## src/rtl/mem_unit_pkg.sv

```systemverilog
// Shared definitions for the memory stage: default widths and the writeback record layout.
package mem_unit_pkg;

    localparam int ADDR_W_DEF = 5;
    localparam int DATA_W_DEF = 16;
    localparam int REG_W_DEF  = 3;
    localparam int CNT_W_DEF  = 16;

    // Writeback record at the default widths (destination register plus data).
    typedef struct packed {
        logic [REG_W_DEF-1:0]  dst_reg;
        logic [DATA_W_DEF-1:0] data;
    } wb_rec_t;

endpackage

```

## src/rtl/mem_unit_ram.sv

```systemverilog
// Single-port synchronous RAM, DEPTH x DATA_W, with registered read-before-write data.
// Addresses at or beyond DEPTH wrap modulo DEPTH. Contents are never reset.
module mem_unit_ram #(
    parameter int ADDR_W = 5,
    parameter int DATA_W = 16,
    parameter int DEPTH  = (1 << ADDR_W)
) (
    input  logic              clk,
    input  logic              en,
    input  logic              we,
    input  logic [ADDR_W-1:0] addr,
    input  logic [DATA_W-1:0] wdata,
    output logic [DATA_W-1:0] rdata
);

    localparam int IDX_W = (DEPTH > 1) ? $clog2(DEPTH) : 1;

    logic [DATA_W-1:0] mem [DEPTH];
    logic [IDX_W-1:0]  idx;

    assign idx = IDX_W'(32'(addr) % 32'(DEPTH));

    // On an enabled access capture the old word, then optionally overwrite it.
    always_ff @(posedge clk) begin
        if (en) begin
            rdata <= mem[idx];
            if (we) begin
                mem[idx] <= wdata;
            end
        end
    end

endmodule

```

## src/rtl/mem_stage_unit.sv

```systemverilog
// Pipelined memory stage between execute and register writeback.
// Accepts one request per cycle over valid/ready, accesses data memory and
// emits a registered writeback record one cycle after acceptance.
// Optional build macro MEM_STAGE_STATS_EN adds saturating load/store counters.
module mem_stage_unit
    import mem_unit_pkg::*;
#(
    parameter int ADDR_W = ADDR_W_DEF,
    parameter int DATA_W = DATA_W_DEF,
    parameter int REG_W  = REG_W_DEF,
    parameter int DEPTH  = (1 << ADDR_W)
`ifdef MEM_STAGE_STATS_EN
    ,
    parameter int CNT_W  = CNT_W_DEF
`endif
) (
    input  logic              clk,
    input  logic              rst_n,
    input  logic              in_valid,
    output logic              in_ready,
    input  logic [ADDR_W-1:0] in_addr,
    input  logic [DATA_W-1:0] in_value,
    input  logic [REG_W-1:0]  in_reg,
    input  logic              in_is_load,
    input  logic              in_is_mwr,
    input  logic              in_is_write,
    output logic              out_valid,
    input  logic              out_ready,
    output logic [REG_W-1:0]  wb_reg,
    output logic [DATA_W-1:0] wb_data
`ifdef MEM_STAGE_STATS_EN
    ,
    output logic [CNT_W-1:0]  load_cnt,
    output logic [CNT_W-1:0]  store_cnt
`endif
);

    typedef struct packed {
        logic [REG_W-1:0]  dst_reg;
        logic [DATA_W-1:0] data;
    } out_rec_t;

    logic              accept;
    logic [DATA_W-1:0] ram_rdata;
    out_rec_t          out_rec;
    logic              out_is_load;

    assign in_ready = !out_valid || out_ready;
    assign accept   = in_valid && in_ready;

    // The RAM only moves on accepted requests, so its read register stays put while a record is held.
    mem_unit_ram #(
        .ADDR_W(ADDR_W),
        .DATA_W(DATA_W),
        .DEPTH (DEPTH)
    ) u_ram (
        .clk  (clk),
        .en   (accept),
        .we   (accept && in_is_mwr),
        .addr (in_addr),
        .wdata(in_value),
        .rdata(ram_rdata)
    );

    // Output record register: load on a writeback accept, otherwise clear valid once drained.
    always_ff @(posedge clk or negedge rst_n) begin
        if (!rst_n) begin
            out_valid   <= 1'b0;
            out_rec     <= '0;
            out_is_load <= 1'b0;
        end else if (accept && in_is_write) begin
            out_valid       <= 1'b1;
            out_rec.dst_reg <= in_reg;
            out_rec.data    <= in_value;
            out_is_load     <= in_is_load;
        end else if (out_valid && out_ready) begin
            out_valid <= 1'b0;
        end
    end

    // Load data comes straight from the RAM read register; it is never consulted after reset
    // until a new load record is captured, so reset still yields wb_data = 0.
    assign wb_reg  = out_rec.dst_reg;
    assign wb_data = out_is_load ? ram_rdata : out_rec.data;

`ifdef MEM_STAGE_STATS_EN
    // Saturating counters of accepted loads and stores; a combined request bumps both.
    always_ff @(posedge clk or negedge rst_n) begin
        if (!rst_n) begin
            load_cnt  <= '0;
            store_cnt <= '0;
        end else if (accept) begin
            if (in_is_load && (load_cnt != '1)) begin
                load_cnt <= load_cnt + CNT_W'(1);
            end
            if (in_is_mwr && (store_cnt != '1)) begin
                store_cnt <= store_cnt + CNT_W'(1);
            end
        end
    end
`endif

endmodule

```

## config.mk

```make
export PLATFORM = sky130hd
export DESIGN_NAME = mem_stage_unit
export DESIGN_NICKNAME = d
export VERILOG_FILES = /design/src/rtl/mem_unit_pkg.sv /design/src/rtl/mem_unit_ram.sv /design/src/rtl/mem_stage_unit.sv
export SDC_FILE = /design/constraint.sdc
export NUM_CORES = 1
export LEC_CHECK = 0
export CAP_MARGIN = 10
export CORE_ASPECT_RATIO = 1.4
export CORE_MARGIN = 3
export CORE_UTILIZATION = 30
export CTS_CLUSTER_SIZE = 24
export DETAILED_ROUTE_END_ITERATION = 12
export SLEW_MARGIN = 15
export SYNTH_ARGS = -nofsm -noshare
export SYNTH_HDL_FRONTEND = slang
export SYNTH_HIERARCHICAL = 1
export SYNTH_SLANG_ARGS = --single-unit
```

## constraint.sdc

```tcl
create_clock -name clk -period 3.41 [get_ports clk]
set_input_delay 0.5115 -clock clk [delete_from_list [all_inputs] [get_ports clk]]
set_output_delay 0.5115 -clock clk [all_outputs]
set_load 0.005 [all_outputs]
```

# Word level (Yosys, flattened, before mapping)
# Memory sizes are Yosys's and may differ from the RTL's. A register that Yosys moved wholly into a read port is not among the register bits.
# Index checks and enable logic that the tools add are counted.
dict set report classes {
  n_mux 6
  n_reduce_logical 7
}
# operator n
set op_table {}
lappend op_table {{$mux 16} 1}
lappend op_table {{$mux 1} 5}
lappend op_table {{$logic_and 1x1->1} 4}
lappend op_table {{$reduce_bool 2->1} 1}
lappend op_table {{$logic_not 1->1} 1}
lappend op_table {{$logic_or 1x1->1} 1}
dict set report totals {
  ramBits 512
  regBits 21
  n_memories 1
  in_bits 31
}
# name words width rd rd_ports_with_merged_regs write_ports line
set memory_table {}
lappend memory_table {u_ram.mem 32 16 1 1 1 mem_unit_ram.sv:18} ;# logic [DATA_W-1:0] mem [DEPTH];

# Logic depth before layout (Yosys ltp)
dict set report logic_depth {
  depth_word 7
  depth_mapped 7
  ltp_nobuf 6
}

# By module
# Netlist, hierarchy kept.
# module n_inst cells_each area_per_inst_um2 seq_area_each_um2
set by_module_without_submodules {}
lappend by_module_without_submodules {mem_unit_ram 1 1088 20230.7 15855.2}
lappend by_module_without_submodules {mem_stage_unit 1 70 1133.6 525.5}

# Least setup slack after synthesis
# No wires, ideal clock.
dict set report synth_timing {
  path_kind {input -> register}
  start {in out_ready}
  end {mem u_ram.mem[24][0], enable pin}
  t_required_ns 3.001
  t_arrival_ns 2.699
  stages 6
  path_buffers 1
  slack_ns 0.302
  path_cell_list {nand2b_4 -> and2_2 -> nand2_1 -> or3_1 -> clkbuf_1 -> nor3_1}
}
dict set report synth_via {
  elab_chain_len 6
}
# item line
set synth_rtl {}
lappend synth_rtl {{start: declaration} mem_stage_unit.sv:28} ;# input logic out_ready,
lappend synth_rtl {{$logic_or 1x1->1 (*)} mem_stage_unit.sv:48} ;# assign in_ready = !out_valid || out_ready;
lappend synth_rtl {{$logic_and 1x1->1 (*)} mem_stage_unit.sv:49} ;# assign accept = in_valid && in_ready;
lappend synth_rtl {{net accept} mem_stage_unit.sv:43} ;# logic accept;
lappend synth_rtl {{$logic_and 1x1->1} mem_stage_unit.sv:59} ;# .we (accept && in_is_mwr),
lappend synth_rtl {{$mux 1} mem_unit_ram.sv:27} ;# if (we) begin
lappend synth_rtl {{$mux 1 (*)} mem_unit_ram.sv:25} ;# if (en) begin
lappend synth_rtl {{$mux 1 (implied by the code) (*)} mem_unit_ram.sv:28} ;# mem[idx] <= wdata;
lappend synth_rtl {{end: declaration} mem_unit_ram.sv:18}
# The timed path passes the listed nets; every way through them passes the cells marked *.

# Final worst setup path
dict set report layout_timing {
  start {reg out_is_load}
  end {out wb_data[15]}
}
dict set report layout_via {
  elab_chain_len 1
}
# item line
set layout_rtl {}
lappend layout_rtl {{start: declaration} mem_stage_unit.sv:46} ;# logic out_is_load;
lappend layout_rtl {{start signal: assignment} mem_stage_unit.sv:75} ;# out_is_load <= in_is_load;
lappend layout_rtl {{$mux 16} mem_stage_unit.sv:84} ;# assign wb_data = out_is_load ? ram_rdata : out_rec.data;
lappend layout_rtl {{end: declaration} mem_stage_unit.sv:30} ;# output logic [DATA_W-1:0] wb_data
# Every way passes these cells.

==> reports/metrics.cfg <==
[logic_synthesis]
synthDistinctLibCells = 33
netlist_top_cells_area = edfxtp_1 (74%), mux2i_1 (12%), o22ai_1 (3.7%), dfrtp_1 (2.5%), mux2_4 (1.4%)
synthFlopType = edfxtp_1
synthArstFlopShare_pct = 3.83
ys_warn_count = 6
synth_top_area_share_pct = 74.2
syn_inst = 1158
ys_seq_area_share_pct = 76.7
synth_fp_nets = 1189
ys_top_cells_by_count = edfxtp_1 (528), mux2i_1 (256), o22ai_1 (128)
synth_most_common_cell = edfxtp_1
synth_edf_count = 528
ys_ff_latch = 549
syn_area_per_cell_um2 = 18.4
yosys.area.top_type = edfxtp_1
synth.cell_area_um2 = 21400

[setup_path]
reg2reg_to = u_ram/mem[4][11]
r2r_cells = 6
cp_num_cells = 2
cp-end-kind = output pin
path_class = reg -> out
cp-start-kind = register
worstPathRequired_ns = 2.90
reg2reg_from = out_valid
cpPeakStageDelay_ns = 0.84
worstPathArrival_ns = 2.42
path_max_fanout = 17
slowest_stage = dfrtp_1
crit_family = flip-flops
reg2reg_slack_ns = 1.20
critPathBufInv = 1
crit_chain = mux2_2 > clkdlybuf4s50_1
crit_end = wb_data[15]
crit_start = out_is_load

[layout]
top_register = u_ram/mem
syn2layout_area_growth_pct = 17.2
nFillCells = 6494
diodes = 0
final_net_count = 1311
largest_reg_flops = 512
final_cells = 2260
layout-drive-gt1-share_pct = 16.8
reg_top3 = u_ram/mem x512, out_rec x16, u_ram/rdata x16

[timing]
rsz0062_at_grt = false
fin_hold_ws_ns = 0.447
setup-tns-final_ns = 0
slew_headroom_pct = 30.0
period_minus_slack_ns = 2.93
skew_ns = 0.0376
setup_ws_ns = 0.480
worst_slew_pin_slew_ns = 1.05
timing.final.crit_share_pct = 85.9
fmax_mhz = 341
slew_violations = 0
finalSetupViolations = 0
hold_viol = 0

[drt]
ant_nets = 0
dr.first_iter.drc_count = 1007
post-route-drc-count = 0
vias_per_cell = 4.90
wl_per_cell_um = 23.5
drtPass1Iterations = 6
vias = 11100
routed_wirelength_um = 53100

[power_and_ir_drop]
ir_worst_vdd_uv = 352
clkPwrFrac_pct = 40.1
power.density_nw_per_um2 = 560
power_mw = 14.0
p_sw_share_pct = 21.9
p_seq_share_pct = 53.7
switchingPower_mw = 3.07
p_leak_nw = 8.63
internal_power_mw = 11.0
pwr-share-comb_pct = 6.2

[clock_tree]
clock_latency_ns = 0.61
hold_buffers = 0
numCtsBuffers = 54
path_clk_slew_ns = 0.06
cts_max_path_buffers = 3
post-cts-setup-buffers = 0
h-tree-depth = 2
cts-root-buf = clkbuf_16
clock-sinks = 549
ctsResizeCount = 0
cts_tree = yes

[placed_design]
pre_cts_slack_ns = 0.0668
gp_congestion = 0.849
placement.io_buffers = 51
hpwl_um = 34100
place_inst = 2160

[die]
die_area_um2 = 74500
die_width_um = 232
core-area_um2 = 70400
rows = 115
die_h_um = 322
initial_core_util_pct = 30.4
io_pins = 52

[global_routing]
overflow = 0
grtUsageTotal_pct = 14.1
grt_pass1_vias = 11100
grt_pass1_wl_um = 77300
grt_max_degree = 66
antenna_found_initial = 2

[min_path]
min_path_type = in -> reg
min-delay-start = in_value[14]

[run_status]
status = completed

[run]
maxCapViolCount = 0

-- power by group through the flow --
stage	sequential (mW)	combinational [mW]	clock, mW
2_1_floorplan	7.64	0.457	0
6_report	7.53	0.866	5.63
4_1_cts	7.53	0.880	5.76
3_3_place_gp	7.67	0.865	0
3_5_place_dp	7.68	0.877	0
5_1_grt	7.53	0.927	6.03
-- stage by stage --
stage	cell area (um2)	util, %
after CTS	25000	35.6
after detailed placement	23400	33.2
after global placement	23400	33.2
after global routing	25000	35.6
final	25000	35.6
after floorplan	21400	-
-- placed cells by master, fill, tap and decap left out, drive strengths merged --
cell type / count
nor3: 4
nor4: 32
buf: 89
bufinv: 2
edfxtp: 528
and3: 1
clkbuf: 57
clkdlybuf4s50: 49
or4b: 4
mux2i: 256
nor2b: 1
nand4: 2
or3b: 2
or3: 2
clkinv: 30
nand3: 1
inv: 5
or4: 1
nand3b: 2
nand4bb: 6
o22ai: 128
nand4b: 5
and2: 1
nand2: 22
nor2: 30
mux2: 36
nand2b: 1
clkinvlp: 6
dfrtp: 21
-- kinds of logic after synthesis --
family	synth area share (%)
AOI/OAI and AO/OA	3.75
buffers and inverters	2.10
DFF	76.7
muxes	14.2
and+or+nand+nor	3.24
-- area by class of cell --
| class | instances | area (um2) | share of cell area [%] |
|---|---|---|---|
| multi-input combinational | 537 | 4560 | 18.2 |
| timing repair buffer | 138 | 1250 | 5.00 |
| clock buffer | 57 | 1360 | 5.44 |
| tap | 936 | 1170 | 4.68 |
| sequential | 549 | 16400 | 65.4 |
| clock inverter | 43 | 317 | 1.26 |
-- how the worst min path moves through the flow --
stage	end	cells past startpoint
finish	u_ram/mem[12][14]	1
global route	u_ram/mem[6][14]	1
detailed placement	out_rec[1]	1
CTS	wb_reg[0]	1
floorplan	out_is_load	0
global placement	out_rec[10]	1
-- metal layers --
metal | share of wire [%] | track usage (%) | wire length [um] | vias up
met2 | 52 | 25.3 | 27600 | 362
li1 | - | - | - | 4928
met3 | 5.3 | 2.65 | 2820 | 99
met5 | 0.045 | 0 | 24 | -
met1 | 39 | 16.9 | 20800 | 5677
met4 | 3.4 | 5.14 | 1830 | 4
No activity file was read; power rests on OpenSTA's default activity.
